===== config.mk =====
export PLATFORM = sky130hd
export DESIGN_NAME = cv32e40x_xif_offload
export DESIGN_NICKNAME = d
export VERILOG_FILES = /design/src/rtl/cv32e40x_xif_offload.sv
export SDC_FILE = /design/constraint.sdc
export NUM_CORES = 1
export LEC_CHECK = 0
export CAP_MARGIN = 5
export CELL_PAD_IN_SITES_DETAIL_PLACEMENT = 0
export CELL_PAD_IN_SITES_GLOBAL_PLACEMENT = 1
export CORE_ASPECT_RATIO = 1.5
export CORE_UTILIZATION = 33
export DETAILED_ROUTE_END_ITERATION = 8
export GPL_TIMING_DRIVEN = 0
export MAX_ROUTING_LAYER = met4
export PLACE_DENSITY = 0.93
export SLEW_MARGIN = 20
export SYNTH_ARGS = -nofsm -noshare
export SYNTH_HDL_FRONTEND = slang
export SYNTH_SLANG_ARGS = --single-unit

===== constraint.sdc =====
create_clock -name clk_i -period 9.87 [get_ports clk_i]
set_clock_uncertainty 0.2 [all_clocks]
set_input_delay 2.961 -clock clk_i [delete_from_list [all_inputs] [get_ports clk_i]]
set_output_delay 2.961 -clock clk_i [all_outputs]
set_load 0.01 [all_outputs]

===== src/rtl/cv32e40x_xif_offload.sv =====
// Offloads one custom instruction at a time over XIF issue/commit/result; best case 4 cycles req->writeback.
// req_ready_o only in IDLE; issue fields held until issue_ready_i; results are always accepted.
module cv32e40x_xif_offload #(
  parameter int unsigned X_ID_WIDTH  = 4,
  parameter int unsigned X_RFR_WIDTH = 32
) (
  input  logic                   clk_i,
  input  logic                   rst_i,
  input  logic                   req_valid_i,
  output logic                   req_ready_o,
  input  logic [31:0]            req_instr_i,
  input  logic [X_RFR_WIDTH-1:0] req_rs1_i,
  input  logic [X_RFR_WIDTH-1:0] req_rs2_i,
  input  logic                   kill_i,
  output logic                   issue_valid_o,
  input  logic                   issue_ready_i,
  output logic [31:0]            issue_instr_o,
  output logic [X_ID_WIDTH-1:0]  issue_id_o,
  output logic [X_RFR_WIDTH-1:0] issue_rs0_o,
  output logic [X_RFR_WIDTH-1:0] issue_rs1_o,
  output logic [1:0]             issue_rs_valid_o,
  input  logic                   issue_accept_i,
  input  logic                   issue_writeback_i,
  output logic                   commit_valid_o,
  output logic [X_ID_WIDTH-1:0]  commit_id_o,
  output logic                   commit_kill_o,
  input  logic                   result_valid_i,
  output logic                   result_ready_o,
  input  logic [X_ID_WIDTH-1:0]  result_id_i,
  input  logic [4:0]             result_rd_i,
  input  logic [X_RFR_WIDTH-1:0] result_data_i,
  input  logic                   result_we_i,
  output logic                   wb_valid_o,
  output logic [4:0]             wb_rd_o,
  output logic [X_RFR_WIDTH-1:0] wb_data_o,
  output logic                   illegal_o,
  output logic                   done_o,
  output logic                   stray_result_o
);

  typedef enum logic [1:0] {IDLE, ISSUE, COMMIT, WAIT_RESULT} state_e;

  localparam logic [X_ID_WIDTH-1:0] ID_ONE = {{(X_ID_WIDTH-1){1'b0}}, 1'b1};

  state_e                 state_q, state_d;
  logic [X_ID_WIDTH-1:0]  id_cnt_q, id_cnt_d;
  logic [X_ID_WIDTH-1:0]  id_q, id_d;
  logic [31:0]            instr_q, instr_d;
  logic [X_RFR_WIDTH-1:0] rs1_q, rs1_d, rs2_q, rs2_d;
  logic                   kill_pend_q, kill_pend_d;
  logic                   wb_exp_q, wb_exp_d;
  logic                   wb_valid_q, wb_valid_d;
  logic [4:0]             wb_rd_q, wb_rd_d;
  logic [X_RFR_WIDTH-1:0] wb_data_q, wb_data_d;
  logic                   illegal_q, illegal_d;
  logic                   done_q, done_d;
  logic                   stray_q, stray_d;
  logic                   result_match;
  logic                   unused_wb_exp;

  // The coprocessor's writeback promise is kept for visibility; writeback itself follows result_we_i.
  assign unused_wb_exp = wb_exp_q;

  assign result_match = (state_q == WAIT_RESULT) && result_valid_i && (result_id_i == id_q);

  always_comb begin
    state_d     = state_q;
    id_cnt_d    = id_cnt_q;
    id_d        = id_q;
    instr_d     = instr_q;
    rs1_d       = rs1_q;
    rs2_d       = rs2_q;
    kill_pend_d = kill_pend_q;
    wb_exp_d    = wb_exp_q;
    wb_valid_d  = 1'b0;
    wb_rd_d     = wb_rd_q;
    wb_data_d   = wb_data_q;
    illegal_d   = 1'b0;
    done_d      = 1'b0;
    stray_d     = result_valid_i && !result_match;
    unique case (state_q)
      IDLE: begin
        if (req_valid_i) begin
          instr_d     = req_instr_i;
          rs1_d       = req_rs1_i;
          rs2_d       = req_rs2_i;
          kill_pend_d = 1'b0;
          state_d     = ISSUE;
        end
      end
      ISSUE: begin
        if (kill_i) kill_pend_d = 1'b1;
        if (issue_ready_i) begin
          id_d     = id_cnt_q;
          id_cnt_d = id_cnt_q + ID_ONE;
          if (issue_accept_i) begin
            wb_exp_d = issue_writeback_i;
            state_d  = COMMIT;
          end else begin
            illegal_d = 1'b1;
            done_d    = 1'b1;
            state_d   = IDLE;
          end
        end
      end
      COMMIT: begin
        if (kill_pend_q || kill_i) begin
          done_d  = 1'b1;
          state_d = IDLE;
        end else begin
          state_d = WAIT_RESULT;
        end
      end
      WAIT_RESULT: begin
        if (result_match) begin
          done_d  = 1'b1;
          state_d = IDLE;
          if (result_we_i && (result_rd_i != 5'd0)) begin
            wb_valid_d = 1'b1;
            wb_rd_d    = result_rd_i;
            wb_data_d  = result_data_i;
          end
        end
      end
      default: state_d = IDLE;
    endcase
  end

  always_ff @(posedge clk_i or posedge rst_i) begin
    if (rst_i) begin
      state_q     <= IDLE;
      id_cnt_q    <= '0;
      id_q        <= '0;
      instr_q     <= '0;
      rs1_q       <= '0;
      rs2_q       <= '0;
      kill_pend_q <= 1'b0;
      wb_exp_q    <= 1'b0;
      wb_valid_q  <= 1'b0;
      wb_rd_q     <= '0;
      wb_data_q   <= '0;
      illegal_q   <= 1'b0;
      done_q      <= 1'b0;
      stray_q     <= 1'b0;
    end else begin
      state_q     <= state_d;
      id_cnt_q    <= id_cnt_d;
      id_q        <= id_d;
      instr_q     <= instr_d;
      rs1_q       <= rs1_d;
      rs2_q       <= rs2_d;
      kill_pend_q <= kill_pend_d;
      wb_exp_q    <= wb_exp_d;
      wb_valid_q  <= wb_valid_d;
      wb_rd_q     <= wb_rd_d;
      wb_data_q   <= wb_data_d;
      illegal_q   <= illegal_d;
      done_q      <= done_d;
      stray_q     <= stray_d;
    end
  end

  assign req_ready_o      = (state_q == IDLE);
  assign issue_valid_o    = (state_q == ISSUE);
  assign issue_instr_o    = instr_q;
  assign issue_id_o       = id_cnt_q;
  assign issue_rs0_o      = rs1_q;
  assign issue_rs1_o      = rs2_q;
  assign issue_rs_valid_o = {2{state_q == ISSUE}};
  assign commit_valid_o   = (state_q == COMMIT);
  assign commit_id_o      = id_q;
  // A kill arriving in the commit cycle itself still turns the commit into a kill.
  assign commit_kill_o    = (state_q == COMMIT) && (kill_pend_q || kill_i);
  assign result_ready_o   = 1'b1;
  assign wb_valid_o       = wb_valid_q;
  assign wb_rd_o          = wb_rd_q;
  assign wb_data_o        = wb_data_q;
  assign illegal_o        = illegal_q;
  assign done_o           = done_q;
  assign stray_result_o   = stray_q;

endmodule

==> run_results.csv, run 1 <==
group,metric,value,unit
placement,gp_congestion,0.742,
clock_network,htree_num_levels,4,
clock_network,path_clk_slew,0.06,ns
grt,grt_overflow,0,
timing,period_minus_slack,7.43,ns
synth,synth_fp_nets,505,
routing,wl_per_cell,17.0,um
synth,synth_ff_type,"dfrtp_1",
final_layout,layoutNonFillerInstCount,899,
routing,first_iter_violations,87,
final_layout,fin_area,9610,sq um
synth,synth_area,5800,sq um
placement,post_dp_cell_area,9060,sq um
placement,dp_hpwl,12.0,mm
synth,ys_types,28,
power_and_ir_drop,p_leak,4.09,nW
clock_network,cts_tree,"yes",
synth,yosys.area.top_type,"dfrtp_1",
routing,wirelength,15.3,mm
worst_setup_path,critPathLaunch,"kill_i",
synth,async_reset_ff_share,100,%
synth,synth_seq_cells,148,
clock_network,cts_buffers,17,
worst_setup_path,endpoint_kind,"output pin",
final_layout,antenna_cells,0,
final_layout,regArea,3700,sq um
worst_setup_path,r2r-start,"state_q[0]$_DFFE_PP0P_",
timing,setup_ws,2.44,ns
final_layout,drive_above_1_share,26.8,%
grt,grt_usage,17.3,%
floorplanning,die-area,18100,sq um
synth,synthCells,358,
floorplanning,die_x,110,um
status,status,"finished clean",
clock_network,clockBufferDepth,2,
flow_run,cap_violations,0,
placement,port_buffers,295,
timing,slew_violations,0,
placement,place_ws,2.45,ns
synth,synth-edff-count,0,
synth,yosysSeqAreaShare,63.8,%
routing,viasPerCell,4.55,
grt,grt_max_degree,77,
synth,syn_avg_cell_area,16.2,sq um
timing,finalSetupTns,0,ns
placement,dpl.cell_count,867,
final_layout,multi_input_area,1920,sq um
timing,fin_crit_sh,75.2,%
grt,grt_pass1_wl,23.0,mm
grt,grt_pass1_vias,4504,
floorplanning,coreArea,17300,sq um
routing,antenna_left,0,
timing,rsz0062_at_grt,"no",
routing,vias,4093,
synth,yosys.area.top_type_share,63.8,%
synth,ys_warn_count,0,
timing,slew_headroom,65.8,%
timing,tightest_slew,0.513,ns
worst_setup_path,critPathKind,"in -> out",
clock_network,cts_setup_buffers,0,
worst_setup_path,crit_fanout,3,
floorplanning,ios,298,
clock_network,cts.sinks,148,
worst_setup_path,worstSetupStartpointType,"input pin",
floorplanning,start_util,33.6,%
routing,met3WireLength,1.09,mm
routing,drc,0,
final_layout,num-nets-final,820,
clock_network,post_cts_resized,0,
clock_network,hold_buffers,0,
worst_setup_path,crit_required,6.71,ns
timing,max_freq,135,MHz
floorplanning,dieHeight,164,um
timing,setup_viol,0,
worst_setup_path,critPathArrivalTime,4.26,ns
synth,synthTopCellsByArea,"dfrtp_1 (64%), mux2_2 (20%), mux2_4 (7.5%)",
power_and_ir_drop,power_density,306,nW/um^2
routing,drtPass1Iterations,5,
routing,top_layer,"met4",
final_layout,final_util,55.6,%
floorplanning,rows,59,
clock_network,cts_root_buf,"clkbuf_16",
power_and_ir_drop,vdd_drop_max,154,uV
timing,hold_viol,0,
grt,antenna_found_initial,0,
routing,wl_met2,8.52,mm
clock_network,clk_latency,0.40,ns
min_path,hold_start,"issue_rs0_o[20]$_DFFE_PP0P_",
routing,met1_length,5.39,mm
final_layout,fillers,1429,
min_path,worstHoldPathType,"reg -> reg",
final_layout,syn2layout_area_growth,65.5,%
==> power by group <==
| part | total, mW | internal (mW) | switching [mW] |
|---|---|---|---|
| logic | 1.29 | 0.827 | 0.464 |
| registers | 1.05 | 0.890 | 0.162 |
| clock network | 0.600 | 0.330 | 0.270 |
| total | 2.94 | 2.05 | 0.895 |
==> worst paths after layout <==
kind,end,slack [ns],cells after the start
hold reg to reg,issue_rs0_o[20]$_DFFE_PP0P_,0.30,1
min in group asynchronous,issue_instr_o[10]$_DFFE_PP0P_,2.82,2
max in group asynchronous,issue_rs1_o[5]$_DFFE_PP0P_,5.90,3
hold / removal,issue_rs0_o[20]$_DFFE_PP0P_,0.30,1
setup / recovery,commit_kill_o,2.44,4
setup reg to reg,wb_data_o[16]$_DFFE_PP0P_,7.85,5
==> worst max-delay path: stages <==
cell,delay [ns]
clkdlybuf4s50_1,0.49
o21ai_0,0.11
nor2_1,0.13
clkdlybuf4s50_1,0.57
==> layer usage <==
layer,global-route usage [%],vias to the layer above
met3,4.38,22
met2,31.5,184
met4,6.10,0
li1,-,1865
met5,-,-
met1,17.7,2022
==> flip-flops by register name (all words and copies together), names as in the netlist <==
| signal | flops |
|---|---|
| commit_id_o | 4 |
| done_o | 1 |
| illegal_o | 1 |
| issue_id_o | 4 |
| issue_instr_o | 32 |
| issue_rs0_o | 32 |
| issue_rs1_o | 32 |
| kill_pend_q | 1 |
| state_q | 2 |
| stray_result_o | 1 |
| wb_data_o | 32 |
| wb_rd_o | 5 |
| wb_valid_o | 1 |
==> logic make-up (layout without fill, tap and decap cells) <==
logic type,count (synthesis),count (layout),synth area share [%]
muxes,132,132,27.5
adders and majority gates,1,1,0.216
AOI/OAI and AO/OA,9,9,0.949
DFF,148,148,63.8
xor gates and xnor gates,7,7,1.06
and+or+nand+nor,39,39,3.28
buffers and inverters,21,349,3.13
other,1,1,0.0646
==> synth_stat cells (2+ instances only) <==
cell type / number
mux2_4: 29
and2_1: 2
nor3_1: 3
nand2_1: 19
a21oi_1: 2
buf_12: 3
nor2b_1: 2
nand3_1: 2
nor2_1: 6
dfrtp_1: 148
buf_6: 4
buf_2: 7
buf_4: 4
nand4_1: 2
o21ai_0: 4
mux2_2: 103
inv_1: 2
xnor2_1: 6
==> stage by stage <==
stage	hold slack [ns]	power, mW
after CTS	0.308	2.99
after global placement	0.288	2.32
after floorplan	0.321	1.60
after detailed placement	0.292	2.37
final	0.303	2.94
after global routing	0.322	3.11
==> cell type report <==
type | count | share of cell area (%)
flip-flops and latches | 148 | 38.6
repair buffers | 296 | 31.0
multi-input cells | 189 | 20.0
clock buffers | 18 | 4.47
well taps | 213 | 2.77
plain buffers | 19 | 1.81
clock inverters | 14 | 1.24
inverters | 2 | 0.156
==> placed cells by master (no fill, tap or decap), drive strengths merged <==
master	count
and2	2
o41ai	1
o21ai	4
and2b	1
clkinv	3
mux2	132
xnor2	6
or3	1
nand3	2
xor2	1
inv	10
buf	19
a21oi	2
clkinvlp	3
nand4	2
nand2	19
a211o	1
nor3	3
ha	1
nor2b	2
nor2	7
dfrtp	148
clkbuf	19
clkdlybuf4s50	295
conb	1
o21a	1
No activity file was read; power rests on OpenSTA's default activity.
==> inputs of run 2 (changes only) <==
Settings changed: CORE_UTILIZATION 33 to 28, PLACE_DENSITY 0.93 to 0.85.
Clock period 9.87 ns to 6.5 ns, I/O delays scaled along.
==> run 2 against run 1 <==
  * Critical path depth stayed put
  * Via count shrank 2.4%
  * Count of clock-buffer cells in the layout rose by 7
  * Utilization decreased by 8.0 points
  * Sequential share of layout area shrank 0.30 points
  * Hold slack about the same
  * Critical endpoint unchanged
==> run_results.csv, run 2 (synthesis results as in run 1) <==
group,metric,value,unit
grt,grt_pass1_wl,22.8,mm
final_layout,layoutNonFillerInstCount,948,
clock_network,cts.sinks,148,
routing,first_iter_violations,135,
clock_network,cts_buffers,17,
placement,port_buffers,295,
timing,rsz0062_at_grt,"no",
power_and_ir_drop,clkPwrFrac,21.3,%
worst_setup_path,path_common_cell,"clkdlybuf4s50_1",
final_layout,syn2layout_area_growth,66.8,%
worst_setup_path,path_cells,"clkdlybuf4s50_1 -> o21ai_0 -> nor2_1 -> clkdlybuf4s50_1",
timing,tightest_slew,0.599,ns
routing,drtPass1Iterations,4,
placement,dpl.cell_count,918,
worst_setup_path,worstSetupStartpointType,"input pin",
floorplanning,dieHeight,178,um
power_and_ir_drop,power_frac_seq,35.3,%
routing,met3WireLength,920,um
grt,grt_usage,14.9,%
clock_network,clockBufferDepth,2,
floorplanning,start_util,28.5,%
floorplanning,die_x,120,um
worst_setup_path,path_buf_inv,2,
final_layout,drive_above_1_share,26.0,%
final_layout,antenna_cells,0,
clock_network,cts_tree,"yes",
timing,max_freq,184,MHz
worst_setup_path,crit_fanout,3,
min_path,worstHoldPathType,"reg -> reg",
final_layout,final_util,47.6,%
flow_run,cap_violations,0,
power_and_ir_drop,total_power,4.48,mW
clock_network,hold_buffers,0,
final_layout,multi_input_area,1920,sq um
power_and_ir_drop,netSwitchingFraction,28.7,%
power_and_ir_drop,power_switching,1.29,mW
routing,viasPerCell,4.21,
placement,post_dp_cell_area,9120,sq um
worst_setup_path,cpPeakStageDelay,0.57,ns
status,status,"finished clean",
clock_network,htree_num_levels,4,
timing,setup_ws,1.08,ns
final_layout,fin_area,9680,sq um
final_layout,regArea,3700,sq um
clock_network,path_clk_slew,0.05,ns
timing,setup_viol,0,
floorplanning,die-area,21300,sq um
worst_setup_path,critPathKind,"in -> out",
timing,timing.hold.ws,0.303,ns
grt,grt_pass1_vias,4103,
grt,grt_overflow,0,
routing,wl_met2,8.03,mm
power_and_ir_drop,power_density,463,nW/um^2
timing,period_minus_slack,5.42,ns
power_and_ir_drop,combinationalPowerShare,43.3,%
placement,gp_congestion,0.741,
routing,wl_per_cell,15.9,um
routing,top_layer,"met4",
routing,drc,0,
timing,slew_headroom,60.1,%
clock_network,post_cts_resized,0,
placement,place_ws,1.08,ns
timing,slew_violations,0,
clock_network,cts_setup_buffers,0,
clock_network,clk_latency,0.42,ns
power_and_ir_drop,p_leak,4.10,nW
worst_setup_path,endpoint_kind,"output pin",
routing,met1_length,5.80,mm
worst_setup_path,critPathArrivalTime,3.27,ns
timing,fin_crit_sh,83.4,%
worst_setup_path,cp_top_family,"buffers and inverters",
grt,grt_max_degree,85,
worst_setup_path,crit_slowest_cell,"clkdlybuf4s50_1",
floorplanning,ios,298,
power_and_ir_drop,vdd_drop_max,194,uV
floorplanning,coreArea,20300,sq um
floorplanning,rows,64,
final_layout,most-common-layout-cells,"clkdlybuf4s50_1 (295), dfrtp_1 (148), mux2_2 (103)",
final_layout,fillers,1863,
routing,wirelength,15.1,mm
timing,hold_viol,0,
timing,finalSetupTns,0,ns
power_and_ir_drop,internal_power,3.20,mW
final_layout,num-nets-final,820,
routing,vias,3993,
placement,dp_hpwl,11.3,mm
final_layout,final_common_cell,"clkdlybuf4s50_1",
routing,antenna_left,0,
clock_network,cts_root_buf,"clkbuf_16",
grt,antenna_found_initial,0,
worst_setup_path,crit_required,4.35,ns
==> run 2: changes by cell type in the layout (fill, tap and decap cells not counted), sizes merged <==
cell      delta
clkbuf       +7
bufinv       +2
clkinvlp     -3
inv          -8
==> run 2: worst register-to-register path: stages (launching register included) <==
cell and delay (ns):
dfrtp_1 0.36, buf_4 0.16, nor2_1 0.13, and2_1 0.14
buf_2 0.22, buf_6 0.20, buf_6 0.17, mux2_2 0.35
==> run 2: final cells by class <==
cell class                      instances  area share, %
Clock inverter                          5          0.775
Buffer                                 19           1.80
Inverter                                2          0.155
Tap cell                              264           3.41
Clock buffer                           25           5.01
Timing Repair Buffer                  296           30.8
Sequential cell                       148           38.3
Multi-Input combinational cell        189           19.8
==> run 2: final timing paths <==
kind,startpoint,to,slack [ns],depth (start not counted)
worst min-delay path,issue_rs1_o[23]$_DFFE_PP0P_,issue_rs1_o[23]$_DFFE_PP0P_,0.30,1
worst min register to register,issue_rs1_o[23]$_DFFE_PP0P_,issue_rs1_o[23]$_DFFE_PP0P_,0.30,1
max in group asynchronous,rst_i,issue_rs1_o[3]$_DFFE_PP0P_,3.54,3
worst max register to register,state_q[1]$_DFFE_PP0P_,issue_rs1_o[18]$_DFFE_PP0P_,4.46,7
worst max-delay path,kill_i,commit_kill_o,1.08,4
min in group asynchronous,rst_i,issue_instr_o[4]$_DFFE_PP0P_,1.82,2
==> run 2: power by group through the flow <==
stage / Clock (mW) / Sequential (mW) / Combinational, mW
6_report: 0.956 / 1.58 / 1.94
5_1_grt: 1.03 / 1.65 / 2.07
4_1_cts: 0.990 / 1.59 / 1.97
3_5_place_dp: 0 / 1.60 / 1.97
3_3_place_gp: 0 / 1.59 / 1.94
2_1_floorplan: 0 / 1.78 / 0.645
==> run 2: layer usage <==
layer	GRT usage, %	up-vias
met5	-	-
met4	6.72	0
met3	4.57	20
met2	25.0	173
met1	16.0	1929
li1	-	1871
==> inputs of run 3 (changes only) <==
Settings changed: CORE_UTILIZATION 28 to 31, PLACE_DENSITY 0.85 to 0.88.
Clock period 6.5 ns to 5.2 ns, I/O delays scaled along.
==> run 3 against run 2 <==
  * Clock power grew 34%
  * Sequential cell count is the same
  * Worst setup slack lost 0.59 ns
  * Sequential power grew 27%
  * Critical path depth is the same
  * Sequential share of layout area shrank 0.35 points
  * Non-clock buffer count grew 3
  * Register-to-register slack lost 1.3 ns
  * Count of clock-buffer cells in the layout shrank 6
  * Via count grew 3.5%
==> run_results.csv, run 3 (synthesis results as in run 1) <==
group,metric,value,unit
status,status,"finished clean",
final_layout,fillers,1573,
timing,rsz0062_at_grt,"no",
timing,fin_crit_sh,90.6,%
clock_network,hold_buffers,0,
routing,wl_per_cell,16.8,um
power_and_ir_drop,internal_power,4.05,mW
floorplanning,rows,60,
grt,grt_pass1_wl,24.1,mm
worst_setup_path,cp_top_family,"buffers and inverters",
routing,vias,4133,
min_path,min_path_cells,1,
timing,period_minus_slack,4.71,ns
clock_network,cts.sinks,148,
worst_setup_path,crit_fanout,3,
routing,drc,0,
clock_network,clk_latency,0.41,ns
worst_setup_path,worstRegToRegCells,7,
power_and_ir_drop,clkPwrFrac,22.4,%
final_layout,antenna_cells,0,
clock_network,cts_root_buf,"clkbuf_16",
floorplanning,die_x,114,um
timing,setup_viol,0,
clock_network,path_clk_slew,0.06,ns
power_and_ir_drop,p_leak,4.15,nW
floorplanning,start_util,31.9,%
final_layout,drive_above_1_share,27.3,%
power_and_ir_drop,power_density,586,nW/um^2
placement,dpl.cell_count,905,
worst_setup_path,endpoint_kind,"output pin",
floorplanning,coreArea,18200,sq um
grt,antenna_found_initial,0,
worst_setup_path,path_buf_inv,2,
final_layout,layoutNonFillerInstCount,937,
min_path,worstHoldPathType,"reg -> reg",
floorplanning,ios,298,
power_and_ir_drop,power_switching,1.68,mW
routing,drtPass1Iterations,4,
worst_setup_path,path_cells,"clkdlybuf4s50_1 -> o21ai_0 -> nor2_1 -> clkdlybuf4s50_1",
power_and_ir_drop,combinationalPowerShare,42.8,%
worst_setup_path,critPathArrivalTime,2.95,ns
timing,hold_viol,0,
worst_setup_path,cpPeakStageDelay,0.60,ns
power_and_ir_drop,total_power,5.73,mW
clock_network,clockBufferDepth,2,
timing,tightest_slew,0.503,ns
routing,antenna_left,0,
power_and_ir_drop,vdd_drop_max,271,uV
power_and_ir_drop,netSwitchingFraction,29.3,%
clock_network,htree_num_levels,4,
clock_network,cts_setup_buffers,0,
timing,slew_violations,0,
timing,finalSetupTns,0,ns
final_layout,syn2layout_area_growth,68.4,%
worst_setup_path,cp.depth,4,
routing,wirelength,15.7,mm
placement,dp_hpwl,12.4,mm
routing,first_iter_violations,94,
grt,grt_pass1_vias,4624,
timing,max_freq,212,MHz
grt,grt_usage,16.9,%
final_layout,most-common-layout-cells,"clkdlybuf4s50_1 (295), dfrtp_1 (148), mux2_2 (103)",
routing,viasPerCell,4.41,
placement,port_buffers,295,
worst_setup_path,critPathKind,"in -> out",
grt,grt_max_degree,38,
timing,slew_headroom,66.4,%
clock_network,cts_tree,"yes",
flow_run,cap_violations,0,
worst_setup_path,crit_slowest_cell,"clkdlybuf4s50_1",
power_and_ir_drop,power_frac_seq,34.9,%
placement,gp_congestion,0.790,
worst_setup_path,path_common_cell,"clkdlybuf4s50_1",
final_layout,num-nets-final,823,
final_layout,final_common_cell,"clkdlybuf4s50_1",
floorplanning,die-area,19300,sq um
grt,grt_overflow,0,
worst_setup_path,crit_required,3.44,ns
clock_network,cts_buffers,17,
floorplanning,dieHeight,170,um
worst_setup_path,worstSetupStartpointType,"input pin",
clock_network,post_cts_resized,0,
run 3: cell types whose count changed in the layout (fill, tap and decap cells not counted), sizes merged:
cell / change
buf: +3
bufinv: +1
clkbuf: -6
clkinvlp: +3
inv: +4
run 3: worst paths after layout:
check / from / end / slack [ns]
setup reg to reg: state_q[1]$_DFFE_PP0P_ / issue_rs1_o[2]$_DFFE_PP0P_ / 3.17
hold reg to reg: issue_rs0_o[14]$_DFFE_PP0P_ / issue_rs0_o[14]$_DFFE_PP0P_ / 0.30
setup / recovery: kill_i / commit_kill_o / 0.49
max in group asynchronous: rst_i / issue_instr_o[23]$_DFFE_PP0P_ / 2.68
hold / removal: issue_rs0_o[14]$_DFFE_PP0P_ / issue_rs0_o[14]$_DFFE_PP0P_ / 0.30
min in group asynchronous: rst_i / issue_rs0_o[22]$_DFFE_PP0P_ / 1.33
run 3: layer usage:
metal,vias to the layer above,track usage (%),wire length (um)
met5,-,-,0
met4,0,7.32,429
met3,31,3.93,893
met2,188,30.9,8740
met1,2032,17.0,5670
li1,1882,-,-
run 3: worst register-to-register path, stage by stage, from the launching register on:
cell	delay (ns)
dfrtp_1	0.35
buf_4	0.16
nor2_1	0.12
and2_1	0.13
buf_2	0.23
buf_6	0.20
buf_6	0.17
mux2_2	0.35
run 3: metrics by stage:
step / setup WS (ns) / hold WS (ns) / instance area, sq um / utilization, %
final: 0.491 / 0.305 / 9770 / 53.8
after global routing: 0.398 / 0.319 / 9770 / 53.8
after CTS: 0.495 / 0.308 / 9770 / 53.8
after detailed placement: 0.502 / 0.295 / 9150 / 50.4
after global placement: 0.421 / 0.288 / 9070 / 49.9
after floorplan: 1.58 / 0.321 / 5810 / -
run 3: layout make-up:
class,count,area (sq um),share of cell area (%)
Inverter,2,11.3,0.115
Clock inverter,13,168,1.72
Timing Repair Buffer,299,3030,31.0
Buffer,19,174,1.78
Clock buffer,19,453,4.64
Multi-Input combinational cell,189,1920,19.6
Sequential cell,148,3700,37.9
Tap cell,248,310,3.18
run 3: power groups by stage:
stage                     combinational [mW]  sequential [mW]  clock, mW
after detailed placement                2.47             2.02          0
final                                   2.45             2.00       1.28
after CTS                               2.49             2.01       1.31
after global routing                    2.60             2.07       1.36
after global placement                  2.42             1.98          0
after floorplan                        0.806             2.23          0
